## config.mk

```make
export PLATFORM = sky130hd
export DESIGN_NAME = mips_mc_control
export DESIGN_NICKNAME = d
export VERILOG_FILES = /design/src/rtl/mips_mc_control.sv
export SDC_FILE = /design/constraint.sdc
export NUM_CORES = 1
export LEC_CHECK = 0
export CORE_MARGIN = 2
export CORE_UTILIZATION = 50
export CTS_CLUSTER_DIAMETER = 60
export DETAILED_ROUTE_END_ITERATION = 6
export HOLD_SLACK_MARGIN = 0.03
export MAX_ROUTING_LAYER = met4
export PLACE_DENSITY = 0.8
export SLEW_MARGIN = 40
export SYNTH_ARGS = -nofsm -noshare
export SYNTH_HDL_FRONTEND = slang
export SYNTH_SLANG_ARGS = --single-unit
```

## constraint.sdc

```tcl
create_clock -name clk -period 5.3 [get_ports clk]
set_input_delay 1.06 -clock clk [delete_from_list [all_inputs] [get_ports clk]]
set_output_delay 1.06 -clock clk [all_outputs]
set_load 0.005 [all_outputs]
```

## src/rtl/mips_mc_control.sv

```systemverilog
// mips_mc_control -- multicycle MIPS control FSM with memory-wait timeout trap
// and a retired-instruction counter.
//
// Parameters:
//   TIMEOUT_MAX  memory wait cycles allowed before trapping (0 = no timeout)
//   CNT_W        width of the retired-instruction counter
// Ports:
//   clk, reset          single clock, synchronous active-high reset
//   OpCode[5:0]         opcode from the instruction register
//   mem_ready           memory completes the current access this cycle
//   PCWrite .. ALUSrcA  single-bit multicycle datapath controls
//   ALUSrcB, ALUOp, PCSource  2-bit datapath selects
//   state[3:0]          current FSM state code
//   trap                FSM is in TRAP (left only by reset)
//   instr_done          one-cycle pulse when an instruction retires
//   instr_count         retired-instruction count, wraps modulo 2^CNT_W
// Build option:
//   MC_IMMLOGIC_EN      when defined, andi/ori decode to LOGIEX; otherwise they trap.

module mips_mc_control #(
    parameter int unsigned TIMEOUT_MAX = 15,
    parameter int unsigned CNT_W       = 32
) (
    input  logic             clk,
    input  logic             reset,
    input  logic [5:0]       OpCode,
    input  logic             mem_ready,
    output logic             PCWrite,
    output logic             PCWriteCond,
    output logic             PCWriteCondNe,
    output logic             IorD,
    output logic             MemRead,
    output logic             MemWrite,
    output logic             IRWrite,
    output logic             MemToReg,
    output logic             RegDst,
    output logic             RegWrite,
    output logic             ALUSrcA,
    output logic [1:0]       ALUSrcB,
    output logic [1:0]       ALUOp,
    output logic [1:0]       PCSource,
    output logic [3:0]       state,
    output logic             trap,
    output logic             instr_done,
    output logic [CNT_W-1:0] instr_count
);

    localparam logic [3:0] S_FETCH  = 4'd0;
    localparam logic [3:0] S_DECODE = 4'd1;
    localparam logic [3:0] S_MEMADR = 4'd2;
    localparam logic [3:0] S_MEMRD  = 4'd3;
    localparam logic [3:0] S_MEMWB  = 4'd4;
    localparam logic [3:0] S_MEMWR  = 4'd5;
    localparam logic [3:0] S_EXEC   = 4'd6;
    localparam logic [3:0] S_ALUWB  = 4'd7;
    localparam logic [3:0] S_BEQ    = 4'd8;
    localparam logic [3:0] S_ADDIEX = 4'd9;
    localparam logic [3:0] S_IMMWB  = 4'd10;
    localparam logic [3:0] S_JUMP   = 4'd11;
    localparam logic [3:0] S_BNE    = 4'd12;
    localparam logic [3:0] S_LOGIEX = 4'd13;
    localparam logic [3:0] S_TRAP   = 4'd15;

    // Wide enough to hold TIMEOUT_MAX without wrapping before the compare.
    localparam int unsigned        WAIT_W   = $clog2(TIMEOUT_MAX + 2);
    localparam logic [WAIT_W-1:0]  WAIT_LIM = WAIT_W'(TIMEOUT_MAX);

    logic [3:0]        state_q;
    logic [3:0]        state_nxt;
    logic [WAIT_W-1:0] wait_cnt;
    logic [WAIT_W-1:0] wait_inc;
    logic              mem_wait;
    logic              timeout;
    logic              retire;

    assign state = state_q;
    assign trap  = (state_q == S_TRAP);

    always_comb begin
        mem_wait = ((state_q == S_FETCH) || (state_q == S_MEMRD) || (state_q == S_MEMWR))
                   && !mem_ready;
        wait_inc = wait_cnt + 1'b1;
        // mem_ready=1 never times out: mem_wait already excludes it.
        timeout  = (TIMEOUT_MAX != 0) && mem_wait && (wait_inc == WAIT_LIM);
    end

    always_comb begin
        state_nxt = S_TRAP;
        case (state_q)
            S_FETCH:  state_nxt = mem_ready ? S_DECODE : S_FETCH;
            S_DECODE: begin
                case (OpCode)
                    6'b000000:            state_nxt = S_EXEC;
                    6'b100011, 6'b101011: state_nxt = S_MEMADR;
                    6'b000100:            state_nxt = S_BEQ;
                    6'b000101:            state_nxt = S_BNE;
                    6'b001000:            state_nxt = S_ADDIEX;
                    6'b000010:            state_nxt = S_JUMP;
`ifdef MC_IMMLOGIC_EN
                    6'b001100, 6'b001101: state_nxt = S_LOGIEX;
`else
                    6'b001100, 6'b001101: state_nxt = S_TRAP;
`endif
                    default:              state_nxt = S_TRAP;
                endcase
            end
            // sw (101011) is the only store reaching here; bit 3 separates it from lw.
            S_MEMADR: state_nxt = OpCode[3] ? S_MEMWR : S_MEMRD;
            S_MEMRD:  state_nxt = mem_ready ? S_MEMWB : S_MEMRD;
            S_MEMWB:  state_nxt = S_FETCH;
            S_MEMWR:  state_nxt = mem_ready ? S_FETCH : S_MEMWR;
            S_EXEC:   state_nxt = S_ALUWB;
            S_ALUWB:  state_nxt = S_FETCH;
            S_BEQ:    state_nxt = S_FETCH;
            S_BNE:    state_nxt = S_FETCH;
            S_ADDIEX: state_nxt = S_IMMWB;
            S_LOGIEX: state_nxt = S_IMMWB;
            S_IMMWB:  state_nxt = S_FETCH;
            S_JUMP:   state_nxt = S_FETCH;
            default:  state_nxt = S_TRAP;
        endcase
        if (timeout) begin
            state_nxt = S_TRAP;
        end
    end

    always_comb begin
        retire = 1'b0;
        if (state_nxt == S_FETCH) begin
            case (state_q)
                S_MEMWB, S_MEMWR, S_ALUWB, S_BEQ,
                S_BNE, S_IMMWB, S_JUMP: retire = 1'b1;
                default:                retire = 1'b0;
            endcase
        end
        instr_done = retire && !reset;
    end

    always_comb begin
        PCWrite       = 1'b0;
        PCWriteCond   = 1'b0;
        PCWriteCondNe = 1'b0;
        IorD          = 1'b0;
        MemRead       = 1'b0;
        MemWrite      = 1'b0;
        IRWrite       = 1'b0;
        MemToReg      = 1'b0;
        RegDst        = 1'b0;
        RegWrite      = 1'b0;
        ALUSrcA       = 1'b0;
        ALUSrcB       = 2'b00;
        ALUOp         = 2'b00;
        PCSource      = 2'b00;
        case (state_q)
            S_FETCH: begin
                MemRead = 1'b1;
                ALUSrcB = 2'b01;
                IRWrite = mem_ready;
                PCWrite = mem_ready;
            end
            S_DECODE: ALUSrcB = 2'b11;
            S_MEMADR, S_ADDIEX: begin
                ALUSrcA = 1'b1;
                ALUSrcB = 2'b10;
            end
            S_LOGIEX: begin
                ALUSrcA = 1'b1;
                ALUSrcB = 2'b10;
                ALUOp   = 2'b11;
            end
            S_MEMRD: begin
                MemRead = 1'b1;
                IorD    = 1'b1;
            end
            S_MEMWB: begin
                RegWrite = 1'b1;
                MemToReg = 1'b1;
            end
            S_MEMWR: begin
                MemWrite = 1'b1;
                IorD     = 1'b1;
            end
            S_EXEC: begin
                ALUSrcA = 1'b1;
                ALUOp   = 2'b10;
            end
            S_ALUWB: begin
                RegWrite = 1'b1;
                RegDst   = 1'b1;
            end
            S_BEQ: begin
                ALUSrcA     = 1'b1;
                ALUOp       = 2'b01;
                PCSource    = 2'b01;
                PCWriteCond = 1'b1;
            end
            S_BNE: begin
                ALUSrcA       = 1'b1;
                ALUOp         = 2'b01;
                PCSource      = 2'b01;
                PCWriteCondNe = 1'b1;
            end
            S_IMMWB: RegWrite = 1'b1;
            S_JUMP: begin
                PCWrite  = 1'b1;
                PCSource = 2'b10;
            end
            default: ;
        endcase
    end

    always_ff @(posedge clk) begin
        if (reset) begin
            state_q     <= S_FETCH;
            wait_cnt    <= '0;
            instr_count <= '0;
        end else begin
            state_q <= state_nxt;
            // Clearing on every state change covers each entry into a memory state.
            if (state_nxt != state_q) begin
                wait_cnt <= '0;
            end else if (mem_wait) begin
                wait_cnt <= wait_inc;
            end
            if (retire) begin
                instr_count <= instr_count + 1'b1;
            end
        end
    end

endmodule

```

==> Word level (Yosys, flattened, before mapping) <==
Index checks and enable logic that the tools add are counted.
{ "totals": {"output_inout_bits": 55, "regBits": 41, "inputBits": 9, "word_cells": 71} }
{ "classes": {"addsub": 2, "muxes": 23, "eq_ne": 22, "n_reduce_logical": 21} }
{ "ops": {"columns": ["op", "n"], "rows": [
  ["$add A32 B1 Y32 const B", 1],
  ["$pmux W4 S8", 1],
  ["$eq A4 B4 Y1 const B", 7],
  ["$pmux W4 S6", 1],
  ["$eq A4 B3 Y1 const B", 4],
  ["$mux W1", 13],
  ["$eq A6 B3 Y1 const B", 2],
  ["$eq A6 B6 Y1 const B", 2],
  ["$pmux W2 S3", 2],
  ["$reduce_or A2 Y1", 6],
  ["$reduce_or A6 Y1", 2],
  ["$mux W3", 3],
  ["$eq A4 B2 Y1 const B", 2],
  ["$logic_not A4 Y1", 2],
  ["$reduce_or A7 Y1", 1],
  ["$eq A6 B2 Y1 const B", 1],
  ["$eq A6 B4 Y1 const B", 1],
  ["$logic_not A6 Y1", 1],
  ["$reduce_or A3 Y1", 2],
  ["$add A5 B1 Y5 const B", 1],
  ["$eq A5 B4 Y1 const B", 1],
  ["$eq A4 B1 Y1 const B", 1],
  ["$mux W4", 1],
  ["$ne A4 B4 Y1", 1],
  ["5 further kinds", 9]
]} }

==> Longest topological paths before layout <==
{ "depth": {"depth_word": 9, "mapped_depth": 10, "ltp_nobuf": 8} }

==> Worst setup path after synthesis <==
Ideal clock, no wire load.
{ "synth_path": {"kind": "in2out", "from": "input port mem_ready", "to": "output port instr_done", "n_path_buf": 1, "path_slack_ns": 2.221, "required_ns": 4.240, "t_arrival_ns": 2.019, "cell_stages": 5, "cell_sequence": "nor2b_1 > o21ai_0 > a21oi_1 > clkbuf_1 > nor2b_1"} }
{ "synth_between": {"elab_chain_len": 7, "elab_cells_between_ends": 11, "classes_between": "mux (6); reduce/logical (5)"} }
{ "synth_rtl": {"columns": ["item", "line_no", "rtl"], "rows": [
  ["from (decl)", "27", "input logic mem_ready,"],
  ["parallel branches: the longest is 3 deep, another holds $pmux W4 S8", null, null],
  ["$mux W4 *", "122", "if (timeout) begin"],
  ["$logic_not A4 Y1 *", "129", "if (state_nxt == S_FETCH) begin"],
  ["$mux W1 *", "129", null],
  ["$logic_and A1 B1 Y1 *", "136", "instr_done = retire && !reset;"],
  ["to (decl)", "44", "output logic instr_done,"]
]} }
Every way passes the cells marked *.

==> Final worst setup path <==
Same ends and word-level chain as after synthesis.

==> impl_results.md <==
- Sequential power share: 0.380
- Most used DFF post-synth: dfxtp_1
- Peak VDD IR: 181.4 uV
- Worst Path Arrival: 3.00 ns
- Vias: 2,473
- Yosys cell types: 47
- Setup CP Type: in -> out
- Gr usage total: 0.2273
- Worst hold margin: 0.5178 ns
- FF+latch count, synth: 41
- Largest net degree at the start of global routing: 40
- Critical path, cell by cell: clkdlybuf4s50_1 > nor2b_1 > o21ai_0 > a21oi_1 > buf_4 > nor2b_1 > clkdlybuf4s50_1
- Worst hold path type: reg -> reg
- Max FO, Critical Path: 14
- Minimum clock period after layout: 4.057 ns
- Gate Count Post-Synth: 326
- Clock power share: 0.214
- Vias in the first global route: 2,065
- DR iter-0 viols: 250
- Antenna diodes: 0
- Sw Share: 0.3644
- Setup Viol. Count Final: 0
- CTS tree: built
- Post-detail-place hpwl: 4.286 mm
- CTS sink count: 41
- CP required: 4.24 ns
- Final hold vios: 0
- Root buffer cell: clkbuf_8
- Syn nets: 338
- Slowest CP cell: clkdlybuf4s50_1
- Yosys Warn Count: 0
- Setup Fix Bufs, Post-CTS: 0
- Multi-input gate area: 1555 sq um
- Cts bufs inserted: 5
- Clock latency on the worst-skew pair: 0.29 ns
- # resized after CTS: 0
- Total power: 1.065 mW
- CP Launch Type: primary input
- DR WL/cell: 13.48 um
- Static leakage: 1.066 nW
- Port Buffers: 63
- Cell Area, Synth: 2502 sq um
- Register area: 820.8 sq um
- DRC: 0
- Net Sw Power: 387.9 uW
- Fin crit share: 0.7655
- Post-synthesis sequential area ratio: 0.3280
- Setup TNS: 0 ns
- Initial Util: 0.5229
- Crit path capture type: output pin
- Reg clk slew, reported paths: 0.08 ns
- Power per cell area: 327.8 nW/um^2
- Slew Limit Fails: 0
- Antenna-violating nets left: 0
- Max transition margin: 0.4414
- Slew @ Worst Pin: 0.8379 ns
- Core Box Area: 4786 sq um
- Layout Skew: 0.01008 ns
- Via density: 5.520
- Comb pwr share: 0.406
- Mapped Avg Cell Area: 7.676 sq um
- Ys async rst share: 0
- Initial antenna violation count: 0
- Status: complete, no violations
- Final wirelength: 6.037 mm
- Die area: 5587 sq um
- Global-route wire length before repair: 9.632 mm
- CTS H-tree depth: 2
- Hold_buf cts: 0
- Die Y-Extent: 74.75 um
- Num rows: 25
- Clk buf depth: 2
- Max_cap viols: 0
- DR pass1 iterations: 5
- EDFF count, synth: 0
- Share of cells above drive strength 1: 0.05774
- CP max stage delay: 0.61 ns
- Final GP Congestion: 0.8700
- Fill count: 417
- Die W: 74.75 um
- GRT overflow: 0
- Ports: 64
- Nets: 392
- Syn-to-layout area delta: 29.80%
- P_int: 676.7 uW
- Max Clk Rate: 246.5 MHz
- RSZ-0062 raised after global routing: no
## cells by family after synthesis
family          synth area share
simple gates              0.3490
compound gates            0.1360
flops                     0.3280
xor+xnor                  0.1050
buf+inv                  0.05050
mux                      0.01650
fa+ha+maj                0.01500
## placed cells by master, fill, tap and decap left out, drive strengths merged, types with 3 or more instances in the layout
cell type       n
or2             4
nand2          28
and3            5
dfxtp          41
xor2           15
nor3           11
clkdlybuf4s50  63
ha              3
inv            11
mux2i           3
nor2           56
nand3          11
nor2b           8
a211oi          3
a31oi           3
nor4            8
or4             3
o21ai          13
a21oi          16
nand2b          6
clkbuf          7
or3             7
xnor2          15
o22ai           4
nand4          15
## per-stage QoR
step           std cells  utilization  area, sq um  setup slack [ns]
2_1_floorplan        326            -         2502             2.221
3_3_place_gp         440       0.6567         3143             1.242
3_5_place_dp         440       0.6567         3143             1.230
4_1_cts              448       0.6787         3248             1.228
5_1_grt              448       0.6787         3248             1.118
6_report             448       0.6787         3248             1.243
## cell type report
cell class,count,area share
Clock buffer,7,0.02966
Clock inverter,1,0.002696
Inverter,10,0.01156
Multi-Input combinational cell,257,0.4788
Sequential cell,41,0.2527
Tap cell,67,0.02581
Timing Repair Buffer,65,0.1988
## cells in the mapped netlist (2+ instances only)
library cell / n / share of area
a211oi_1: 3 / 0.0090
a21oi_1: 16 / 0.032
a31oi_1: 3 / 0.0075
and2_1: 2 / 0.0050
and3_1: 5 / 0.013
buf_2: 5 / 0.010
buf_4: 2 / 0.0060
clkbuf_1: 9 / 0.013
dfxtp_1: 41 / 0.33
ha_1: 3 / 0.015
inv_1: 10 / 0.015
mux2i_1: 3 / 0.012
nand2_1: 28 / 0.042
nand2b_1: 6 / 0.015
nand3_1: 11 / 0.022
nand4_1: 15 / 0.038
nor2_1: 56 / 0.084
nor2b_1: 8 / 0.020
nor3_1: 11 / 0.022
nor4_1: 2 / 0.0050
nor4_2: 5 / 0.025
o2111ai_1: 2 / 0.0070
o21ai_0: 13 / 0.026
o21bai_1: 2 / 0.0060
o22ai_1: 4 / 0.010
o31ai_1: 2 / 0.0060
or2_2: 3 / 0.0075
or3_1: 7 / 0.017
or4_1: 3 / 0.0090
xnor2_1: 15 / 0.053
xor2_1: 15 / 0.053
## worst max-delay path, delay by kind of cell
family / cells / cell delay, ns
buffers and inverters: 3 / 1.34
AOI/OAI and AO/OA: 2 / 0.25
and+or+nand+nor: 2 / 0.34
## layer usage
layer  wire length, um  track usage  share of wire
met5                 0            -              0
met4                52      0.05754         0.0086
met2              2675       0.3265           0.44
met3               330      0.03748          0.055
met1              2979       0.3322           0.49
## state kept, by name, indices dropped and copies added, names as in the netlist
| register | flops |
|---|---|
| instr_count | 32 |
| wait_cnt | 5 |
| state | 4 |
## path summary, 6_finish.rpt
kind	startpoint	endpoint	slack, ns	depth (start not counted)
min	wait_cnt[4]	wait_cnt[4]	0.52	2
min reg2reg	wait_cnt[4]	wait_cnt[4]	0.52	2
max reg2reg	state[3]	instr_count[25]	2.24	5
max	mem_ready	instr_done	1.24	7
## power by group through the flow
stage	sequential [mW]	combinational, mW	clock, mW
2_1_floorplan	0.357	0.307	0
3_3_place_gp	0.411	0.423	0
3_5_place_dp	0.410	0.429	0
4_1_cts	0.403	0.432	0.236
5_1_grt	0.412	0.472	0.246
6_report	0.405	0.432	0.228
Note: power is estimated with default switching activity, not from simulation.
